### src/rtl/store_pkg.sv
// Shared types for the store path: request size, fault cause and FSM state encodings.
package store_pkg;

  typedef enum logic [1:0] {
    SZ_BYTE = 2'b00,
    SZ_HALF = 2'b01,
    SZ_WORD = 2'b10,
    SZ_ILL  = 2'b11
  } size_e;

  typedef enum logic [1:0] {
    CAUSE_NONE    = 2'b00,
    CAUSE_ALIGN   = 2'b01,
    CAUSE_BUS     = 2'b10,
    CAUSE_TIMEOUT = 2'b11
  } cause_e;

  typedef enum logic [1:0] {
    ST_IDLE  = 2'b00,
    ST_ISSUE = 2'b01,
    ST_RESP  = 2'b10,
    ST_FAULT = 2'b11
  } state_e;

endpackage

### src/rtl/store_lane_align.sv
// Byte-lane replication, strobe generation and alignment check for a store request.
module store_lane_align
  import store_pkg::*;
(
  input  size_e       size,
  input  logic [1:0]  offset,
  input  logic [31:0] data,
  output logic [31:0] wdata,
  output logic [3:0]  strb,
  output logic        misaligned
);

  // NOTE: every output gets a default before the case so no path can infer a latch.
  always_comb begin
    wdata      = data;
    strb       = 4'b1111;
    misaligned = 1'b0;
    unique case (size)
      SZ_BYTE: begin
        wdata = {4{data[7:0]}};
        strb  = 4'b0001 << offset;
      end
      SZ_HALF: begin
        wdata      = {2{data[15:0]}};
        strb       = 4'b0011 << offset;
        misaligned = offset[0];
      end
      SZ_WORD: begin
        misaligned = (offset != 2'b00);
      end
      default: begin
        strb       = 4'b0000;
        misaligned = 1'b1;
      end
    endcase
  end

endmodule

### src/rtl/store_unit.sv
// Store unit: one handshaked data-memory write per request, with alignment and bus fault reporting.
// Optional RESP-state timeout is built only when STORE_TIMEOUT_EN is defined.
module store_unit
  import store_pkg::*;
#(
  parameter int ADDR_W         = 32,
  parameter int TIMEOUT_CYCLES = 256
) (
  input  logic              clk,
  input  logic              rst,
  input  logic              req_valid,
  output logic              req_ready,
  input  logic [ADDR_W-1:0] req_addr,
  input  logic [31:0]       req_data,
  input  logic [1:0]        req_size,
  output logic              mem_wvalid,
  input  logic              mem_wready,
  output logic [ADDR_W-1:0] mem_waddr,
  output logic [31:0]       mem_wdata,
  output logic [3:0]        mem_wstrb,
  input  logic              mem_bvalid,
  input  logic              mem_berr,
  output logic              done,
  output logic              err,
  output logic [1:0]        err_cause,
  output logic [ADDR_W-1:0] err_addr
);

  state_e            state_q, state_d;
  logic [ADDR_W-1:0] waddr_q, waddr_d;
  logic [31:0]       wdata_q, wdata_d;
  logic [3:0]        wstrb_q, wstrb_d;
  logic [ADDR_W-1:0] err_addr_q, err_addr_d;
  logic              done_q, done_d;
  logic              err_q, err_d;
  cause_e            cause_q, cause_d;

  logic [31:0] lane_wdata;
  logic [3:0]  lane_strb;
  logic        lane_misaligned;
  logic        timeout_hit;

  store_lane_align u_align (
    .size       (size_e'(req_size)),
    .offset     (req_addr[1:0]),
    .data       (req_data),
    .wdata      (lane_wdata),
    .strb       (lane_strb),
    .misaligned (lane_misaligned)
  );

`ifdef STORE_TIMEOUT_EN
  localparam int CNT_W = $clog2(TIMEOUT_CYCLES);
  logic [CNT_W-1:0] cnt_q, cnt_d;

  // Cleared while waiting in ISSUE so it starts at zero on entry to RESP.
  always_comb begin
    cnt_d = cnt_q;
    if (state_q == ST_ISSUE)     cnt_d = '0;
    else if (state_q == ST_RESP) cnt_d = cnt_q + CNT_W'(1);
  end

  assign timeout_hit = (state_q == ST_RESP) && (cnt_q == CNT_W'(TIMEOUT_CYCLES - 1));

  always_ff @(posedge clk) begin
    if (rst) cnt_q <= '0;
    else     cnt_q <= cnt_d;
  end
`else
  wire unused_timeout_cycles = (TIMEOUT_CYCLES != 0);
  assign timeout_hit = 1'b0;
`endif

  assign req_ready  = (state_q == ST_IDLE);
  assign mem_wvalid = (state_q == ST_ISSUE);
  assign mem_waddr  = waddr_q;
  assign mem_wdata  = wdata_q;
  assign mem_wstrb  = wstrb_q;
  assign done       = done_q;
  assign err        = err_q;
  assign err_cause  = cause_q;
  assign err_addr   = err_addr_q;

  always_comb begin
    state_d    = state_q;
    waddr_d    = waddr_q;
    wdata_d    = wdata_q;
    wstrb_d    = wstrb_q;
    err_addr_d = err_addr_q;
    done_d     = 1'b0;
    err_d      = 1'b0;
    cause_d    = CAUSE_NONE;
    unique case (state_q)
      ST_IDLE: begin
        if (req_valid) begin
          waddr_d    = {req_addr[ADDR_W-1:2], 2'b00};
          wdata_d    = lane_wdata;
          err_addr_d = req_addr;
          if (lane_misaligned) begin
            wstrb_d = 4'b0000;
            state_d = ST_FAULT;
            done_d  = 1'b1;
            err_d   = 1'b1;
            cause_d = CAUSE_ALIGN;
          end else begin
            wstrb_d = lane_strb;
            state_d = ST_ISSUE;
          end
        end
      end
      ST_ISSUE: begin
        if (mem_wready) state_d = ST_RESP;
      end
      ST_RESP: begin
        // A response on the expiry cycle still completes normally.
        if (mem_bvalid) begin
          state_d = ST_IDLE;
          done_d  = 1'b1;
          err_d   = mem_berr;
          cause_d = mem_berr ? CAUSE_BUS : CAUSE_NONE;
        end else if (timeout_hit) begin
          state_d = ST_IDLE;
          done_d  = 1'b1;
          err_d   = 1'b1;
          cause_d = CAUSE_TIMEOUT;
        end
      end
      default: state_d = ST_IDLE;
    endcase
  end

  // NOTE: sequential state uses non-blocking assignments; reset is synchronous, so it sits inside the clocked branch.
  always_ff @(posedge clk) begin
    if (rst) begin
      state_q    <= ST_IDLE;
      waddr_q    <= '0;
      wdata_q    <= '0;
      wstrb_q    <= '0;
      err_addr_q <= '0;
      done_q     <= 1'b0;
      err_q      <= 1'b0;
      cause_q    <= CAUSE_NONE;
    end else begin
      state_q    <= state_d;
      waddr_q    <= waddr_d;
      wdata_q    <= wdata_d;
      wstrb_q    <= wstrb_d;
      err_addr_q <= err_addr_d;
      done_q     <= done_d;
      err_q      <= err_d;
      cause_q    <= cause_d;
    end
  end

endmodule

### config.mk
export PLATFORM = sky130hd
export DESIGN_NAME = store_unit
export DESIGN_NICKNAME = d
export VERILOG_FILES = /design/src/rtl/store_pkg.sv /design/src/rtl/store_lane_align.sv /design/src/rtl/store_unit.sv
export SDC_FILE = /design/constraint.sdc
export NUM_CORES = 1
export LEC_CHECK = 0
export ABC_AREA = 1
export BUFFER_PORTS_ARGS = -buffer_cell sky130_fd_sc_hd__buf_4
export CORE_MARGIN = 2
export CORE_UTILIZATION = 45
export CTS_BUF_LIST = sky130_fd_sc_hd__clkbuf_4
export DETAILED_ROUTE_END_ITERATION = 16
export PLACE_DENSITY_LB_ADDON = 0.1
export SLEW_MARGIN = 5
export SYNTH_ARGS = -nofsm -noshare
export SYNTH_HDL_FRONTEND = slang
export SYNTH_SLANG_ARGS = --single-unit
### constraint.sdc
create_clock -name clk -period 1.6 [get_ports clk]
set_clock_uncertainty 0.05 [all_clocks]
set_input_delay 0.08 -clock clk [delete_from_list [all_inputs] [get_ports clk]]
set_output_delay 0.08 -clock clk [all_outputs]
set_load 0.005 [all_outputs]
==> flow_summary.ini, run 1 <==
[outcome]
status = finished, final reports clean

[placed_design]
dp_hpwl_mm = 6.23
numPortBuffers = 175
gp_congestion = 0.760

[worst_hold_path]
hp-class = input pin to register

[synth]
seq_area_frac_synth_pct = 48.2
synth.avg_cell_area_um2 = 7.65
yosys.area.top_type_share_pct = 48.2
synth_area_leaders = dfxtp_1, nor2_1, o21ai_0
syn_inst = 402
synth-seq-cells = 74
synth_common_cells = nor2_1, dfxtp_1, o21ai_0, nand2_1, buf_4
synth.largest_area_cell = dfxtp_1
ys.flop_type = dfxtp_1
yosysMostFrequentCell = nor2_1
ys_types = 22
synth_area_um2 = 3080
async_flop_share_pct = 0
yosysWarnings = 0
synth-edff-count = 0

[final_layout]
fin_nets = 687
area_delta_synth_final_pct = 65.8
drive_gt1_share_pct = 33.0
final_core_util_pct = 75.9
diodes = 0
fill_cells = 524

[detailed_routing]
drt_iter0_drc = 198
drc = 0
vias = 3505
viasPerCell = 5.01
dr.pass1.iters = 4
drt_wl_total_mm = 9.99
post_drt_wl_per_cell_um = 14.3
postRouteAntennaNets = 0

[global_routing]
grt_max_degree = 46
grt_pass1_wl_mm = 15.2
grt_remaining_overflow = 0
grt_pass1_vias = 3313
track_usage_pct = 25.6
antenna_found_initial = 0

[clock_tree]
clkTransAtPathRegs_ns = 0.12
cts_num_sinks = 74
clk_path_buf_depth = 2
numCtsBuffers = 9
clock_insertion_delay_worst_skew_ns = 0.40
h-tree-depth = 3
cts_tree = done
post_cts_buffers = 0
root_buffer = clkbuf_4

[setup_path]
crit_path_end_kind = register
cp.required_ns = 1.87
arrival_ns = 1.73
crit_path_start_kind = input pin
crit_path_max_fanout = 35
path_class = input pin to register

[timing]
finalCriticalPeriod_ns = 1.46
setup_viol = 0
fin_tns_setup_ns = 0
slew_violations = 0
rsz0062_at_grt = no
fmax_ghz = 0.685
worst_slew_pin_slew_ns = 0.744
period_share_pct = 91.2
relSlewSlack_pct = 50.2
hold_viol_final = 0

[pwr]
vdd_ir_drop_max_mv = 0.558
seqPwrFrac_pct = 45.3
netSwitchingFraction_pct = 27.9
p_sw_w = 0.00135
power_leakage_nw = 2.44
powerDensity_nw_per_um2 = 949
internal_power_w = 0.00349
combPwrFrac_pct = 28.0
clkPwrFrac_pct = 26.7

[flow_run]
drv_cap = 0

[die]
die-area_um2 = 7510
dieWidth_um = 86.7
core_um2 = 6720
ios = 178
rows = 30
initial_utilization_pct = 45.8
die_h_um = 86.7
==> cells by family after synthesis <==
logic type / share of synthesized area [%]
buffers and inverters: 14.0
other: 0.122
flip-flops: 48.2
AND/OR/NAND/NOR: 19.2
AO/OA/AOI/OAI: 18.6
==> timing repair <==
item / 4_1_cts / 5_1_grt
endpoints found under the hold margin: 74 / 0
hold buffers: 70 / 0
endpoints found under the setup margin: 0 / 9
gates resized for setup: 0 / 2
==> sequential cells by signal, summed over array words and instances, names as in the netlist <==
name / cells
mem_wdata: 32
mem_waddr: 1
err_addr: 31
err_cause: 2
mem_wstrb: 4
state_q: 2
err: 1
done: 1
==> cell usage in the layout (no fill, tap or decap), drive strengths merged, types with 2 or more instances in the layout <==
cell	instances
clkinv	2
inv	12
nor2	91
nand2	50
bufinv	2
dlygate4sd3	70
nor3	2
clkbuf	13
dfxtp	74
o21ai	65
a21oi	26
buf	185
conb	2
a31oi	16
nand3	6
==> worst paths after layout <==
check / from / endpoint / slack [ns] / cells past startpoint
min: req_size[0] / mem_wstrb[0]$_SDFFE_PP0P_ / 0.03 / 4
max: rst / mem_wdata[18]$_SDFFE_PP0P_ / 0.14 / 6
max reg2reg: state_q[1]$_SDFFE_PP0P_ / mem_wdata[18]$_SDFFE_PP0P_ / 0.15 / 6
min reg2reg: mem_wstrb[3]$_SDFFE_PP0P_ / mem_wstrb[3]$_SDFFE_PP0P_ / 0.44 / 2
==> final cells by class <==
cell class / count / area (um2) / share of cell area (%)
Timing Repair Buffer: 256 / 2140 / 42.0
Clock buffer: 12 / 90.1 / 1.77
Sequential cell: 74 / 1480 / 29.1
Clock inverter: 3 / 65.1 / 1.28
Inverter: 13 / 53.8 / 1.06
Multi-Input combinational cell: 261 / 1170 / 22.9
Tap cell: 80 / 100 / 1.96
==> stage by stage <==
step	setup WS, ns	std cells	hold slack [ns]	total power (W)	area, um2
floorplan	0.452	403	0.108	0.00282	3080
global placement	0.184	613	0.281	0.00338	4210
detailed placement	0.0751	613	0.288	0.00340	4210
CTS	0.102	698	0.0179	0.00481	5070
global route	0.0111	699	0.0369	0.00508	5100
finish	0.141	699	0.0261	0.00484	5100
==> power by group through the flow <==
| stage | combinational [W] | clock (W) | sequential [W] |
|---|---|---|---|
| floorplan | 0.000597 | 0 | 0.00223 |
| global placement | 0.00116 | 0 | 0.00222 |
| detailed placement | 0.00118 | 0 | 0.00223 |
| CTS | 0.00132 | 0.00131 | 0.00219 |
| global route | 0.00148 | 0.00138 | 0.00222 |
| finish | 0.00135 | 0.00129 | 0.00219 |
==> critical path: stages <==
cell and delay (ns):
dlygate4sd3_1 0.54, buf_4 0.18, inv_1 0.35, buf_12 0.24
o21ai_0 0.12, a31oi_1 0.21
==> per-layer routing <==
layer / routed length (um) / vias to the layer above / GRT usage, %
met5: 0 / - / 0
met4: 276 / 0 / 10.8
met3: 746 / 30 / 4.76
met2: 5060 / 170 / 46.6
met1: 3900 / 1597 / 29.2
li1: - / 1708 / -
Note: power is estimated with default switching activity, not from simulation.
==> run 2: changes to the inputs <==
Settings changed: ABC_AREA 1 to not set, CORE_UTILIZATION 45 to 46.
==> run 2 against run 1 <==
First-iteration DRC count decreased by 49%. Count of clock-buffer cells in the layout fell by 1. Synthesized area rose by 4.7%. Fmax fell by 0.10%. Wire length decreased by 5.0%. Non-clock buffer count down 7. Design area rose by 0.25%. Largest power group unchanged. Largest cell class unchanged. Global-route usage fell by 0.97 points. Critical endpoint is now mem_wdata[6]$_SDFFE_PP0P_. Highest routed layer unchanged. Total power down 15%.
==> flow_summary.ini, run 2 <==
[global_routing]
grt_pass1_vias = 3153
grt_pass1_wl_mm = 14.8
grt_remaining_overflow = 0
antenna_found_initial = 0
grt_max_degree = 60
track_usage_pct = 24.6

[placed_design]
pre_cts_ws_ns = 0.161
numPortBuffers = 175
dp_hpwl_mm = 6.12
gp_congestion = 0.802

[setup_path]
cp.required_ns = 1.84
crit_path_end_kind = register
path_class = register to register
reg2reg_depth = 4
crit_path_max_fanout = 31
crit_path_start_kind = register
arrival_ns = 1.70

[worst_hold_path]
min_path_cells = 4
hp-class = input pin to register

[clock_tree]
clkTransAtPathRegs_ns = 0.12
h-tree-depth = 3
clk_path_buf_depth = 2
cts_resized = 0
root_buffer = clkbuf_4
clock_insertion_delay_worst_skew_ns = 0.40
numCtsBuffers = 9
cts_num_sinks = 74
cts_tree = done

[die]
initial_utilization_pct = 47.4
dieWidth_um = 87.7
rows = 30
die-area_um2 = 7690
core_um2 = 6790
ios = 178
die_h_um = 87.7

[synth]
synth.largest_area_cell = dfxtp_1
ys.flop_type = dfxtp_1
seq_area_frac_synth_pct = 46.0
yosys.area.top_type_share_pct = 46.0
yosysWarnings = 0
synth_area_leaders = dfxtp_1, nand2_1, a21oi_1
yosysMostFrequentCell = nand2_1
synth_area_um2 = 3220
synth-seq-cells = 74
ys_types = 31
async_flop_share_pct = 0
syn_inst = 392
synth_common_cells = nand2_1, dfxtp_1, a21oi_1, buf_4, nor2_1
synth-edff-count = 0
synth.avg_cell_area_um2 = 8.22

[timing]
fin_ws_ns = 0.139
rsz0062_at_grt = no
setup_viol = 0
slew_violations = 0
finalCriticalPeriod_ns = 1.46
fmax_ghz = 0.685
period_share_pct = 91.3
fin_tns_setup_ns = 0
hold_viol_final = 0

[final_layout]
drive_gt1_share_pct = 35.8
final_common_cell = buf_4
fin_nets = 663
area_delta_synth_final_pct = 58.7
fill_cells = 519
mostFrequentLayoutCells = buf_4, nand2_1, dfxtp_1, dlygate4sd3_1, a21oi_1
diodes = 0
largest_reg_flops = 32

[detailed_routing]
drt_wl_total_mm = 9.49
postRouteAntennaNets = 0
dr.pass1.iters = 5
drc = 0
post_drt_wl_per_cell_um = 13.7
vias = 3418
drt_iter0_drc = 100
viasPerCell = 4.95

[pwr]
power_leakage_nw = 2.30
powerDensity_nw_per_um2 = 808
vdd_ir_drop_max_mv = 0.619

[outcome]
status = finished, final reports clean

[flow_run]
drv_cap = 0
==> run 2: cell count changes after synthesis, moves of 9 or more <==
| cell | before | now |
|---|---|---|
| a21oi_1 | 26 | 51 |
| a311oi_1 | 0 | 9 |
| a31oi_1 | 16 | 0 |
| buf_2 | 4 | 17 |
| mux2i_1 | 0 | 9 |
| nand2_1 | 49 | 102 |
| nand2b_1 | 0 | 9 |
| nor2_1 | 90 | 20 |
| o211ai_1 | 0 | 9 |
| o21ai_0 | 63 | 9 |
==> run 2: cells by family after synthesis <==
family          count (synthesis)  synth area share, %
mux                            17                 5.59
other cells                     1                0.116
buf+inv                        65                 12.2
flops                          74                 46.0
simple gates                  141                 18.2
compound gates                 94                 17.9
==> run 2: final cells by class <==
type / count / area (um2) / share of cell area (%)
tap: 96 / 120 / 2.35
inverter: 3 / 11.3 / 0.220
sequential: 74 / 1480 / 29.0
multi-input combinational: 254 / 1360 / 26.5
clock inverter: 4 / 20.0 / 0.392
clock buffer: 11 / 82.6 / 1.62
timing repair buffer: 249 / 2040 / 39.9
==> run 2: path summary, 6_finish.rpt <==
path	from	slack, ns	end
setup / recovery	state_q[1]$_SDFFE_PP0P_	0.14	mem_wdata[6]$_SDFFE_PP0P_
hold / removal	req_data[26]	0.02	mem_wdata[26]$_SDFFE_PP0P_
setup reg to reg	state_q[1]$_SDFFE_PP0P_	0.14	mem_wdata[6]$_SDFFE_PP0P_
hold reg to reg	mem_wdata[26]$_SDFFE_PP0P_	0.41	mem_wdata[26]$_SDFFE_PP0P_
==> run 2: metrics by stage <==
step | total power [W] | area (um2) | cells | util, % | hold slack, ns
6_report | 0.00413 | 5110 | 691 | 75.2 | 0.0194
2_1_floorplan | 0.00261 | 3220 | 393 | - | 0.166
3_5_place_dp | 0.00309 | 4380 | 613 | 64.4 | 0.287
3_3_place_gp | 0.00307 | 4380 | 613 | 64.4 | 0.276
5_1_grt | 0.00438 | 5110 | 691 | 75.2 | 0.00434
4_1_cts | 0.00415 | 5110 | 691 | 75.2 | 0.00103
==> run 2: repair_timing <==
item	CTS	global route
endpoints found under the hold margin	68	0
setup buffers	0	0
hold buffers	63	0
==> run 2: worst max-delay path: stages (launching register included) <==
cell and delay [ns]:
dfxtp_1 0.36, or3b_2 0.50, buf_4 0.26, nand2_1 0.11
a21oi_1 0.07
==> run 2: routing by layer <==
layer	vias up	track usage (%)	routed length, um
li1	1682	-	-
met5	-	0	0
met4	0	8.53	116
met2	144	44.2	4920
met1	1580	28.6	3790
met3	12	5.84	668
==> run 2: power by group <==
part | switching, W | leakage [nW] | internal (W)
Clock | 0.000613 | 0.0662 | 0.000337
Sequential | 0.0000909 | 0.608 | 0.00199
Combinational | 0.000474 | 1.63 | 0.000624
Total | 0.00118 | 2.30 | 0.00295
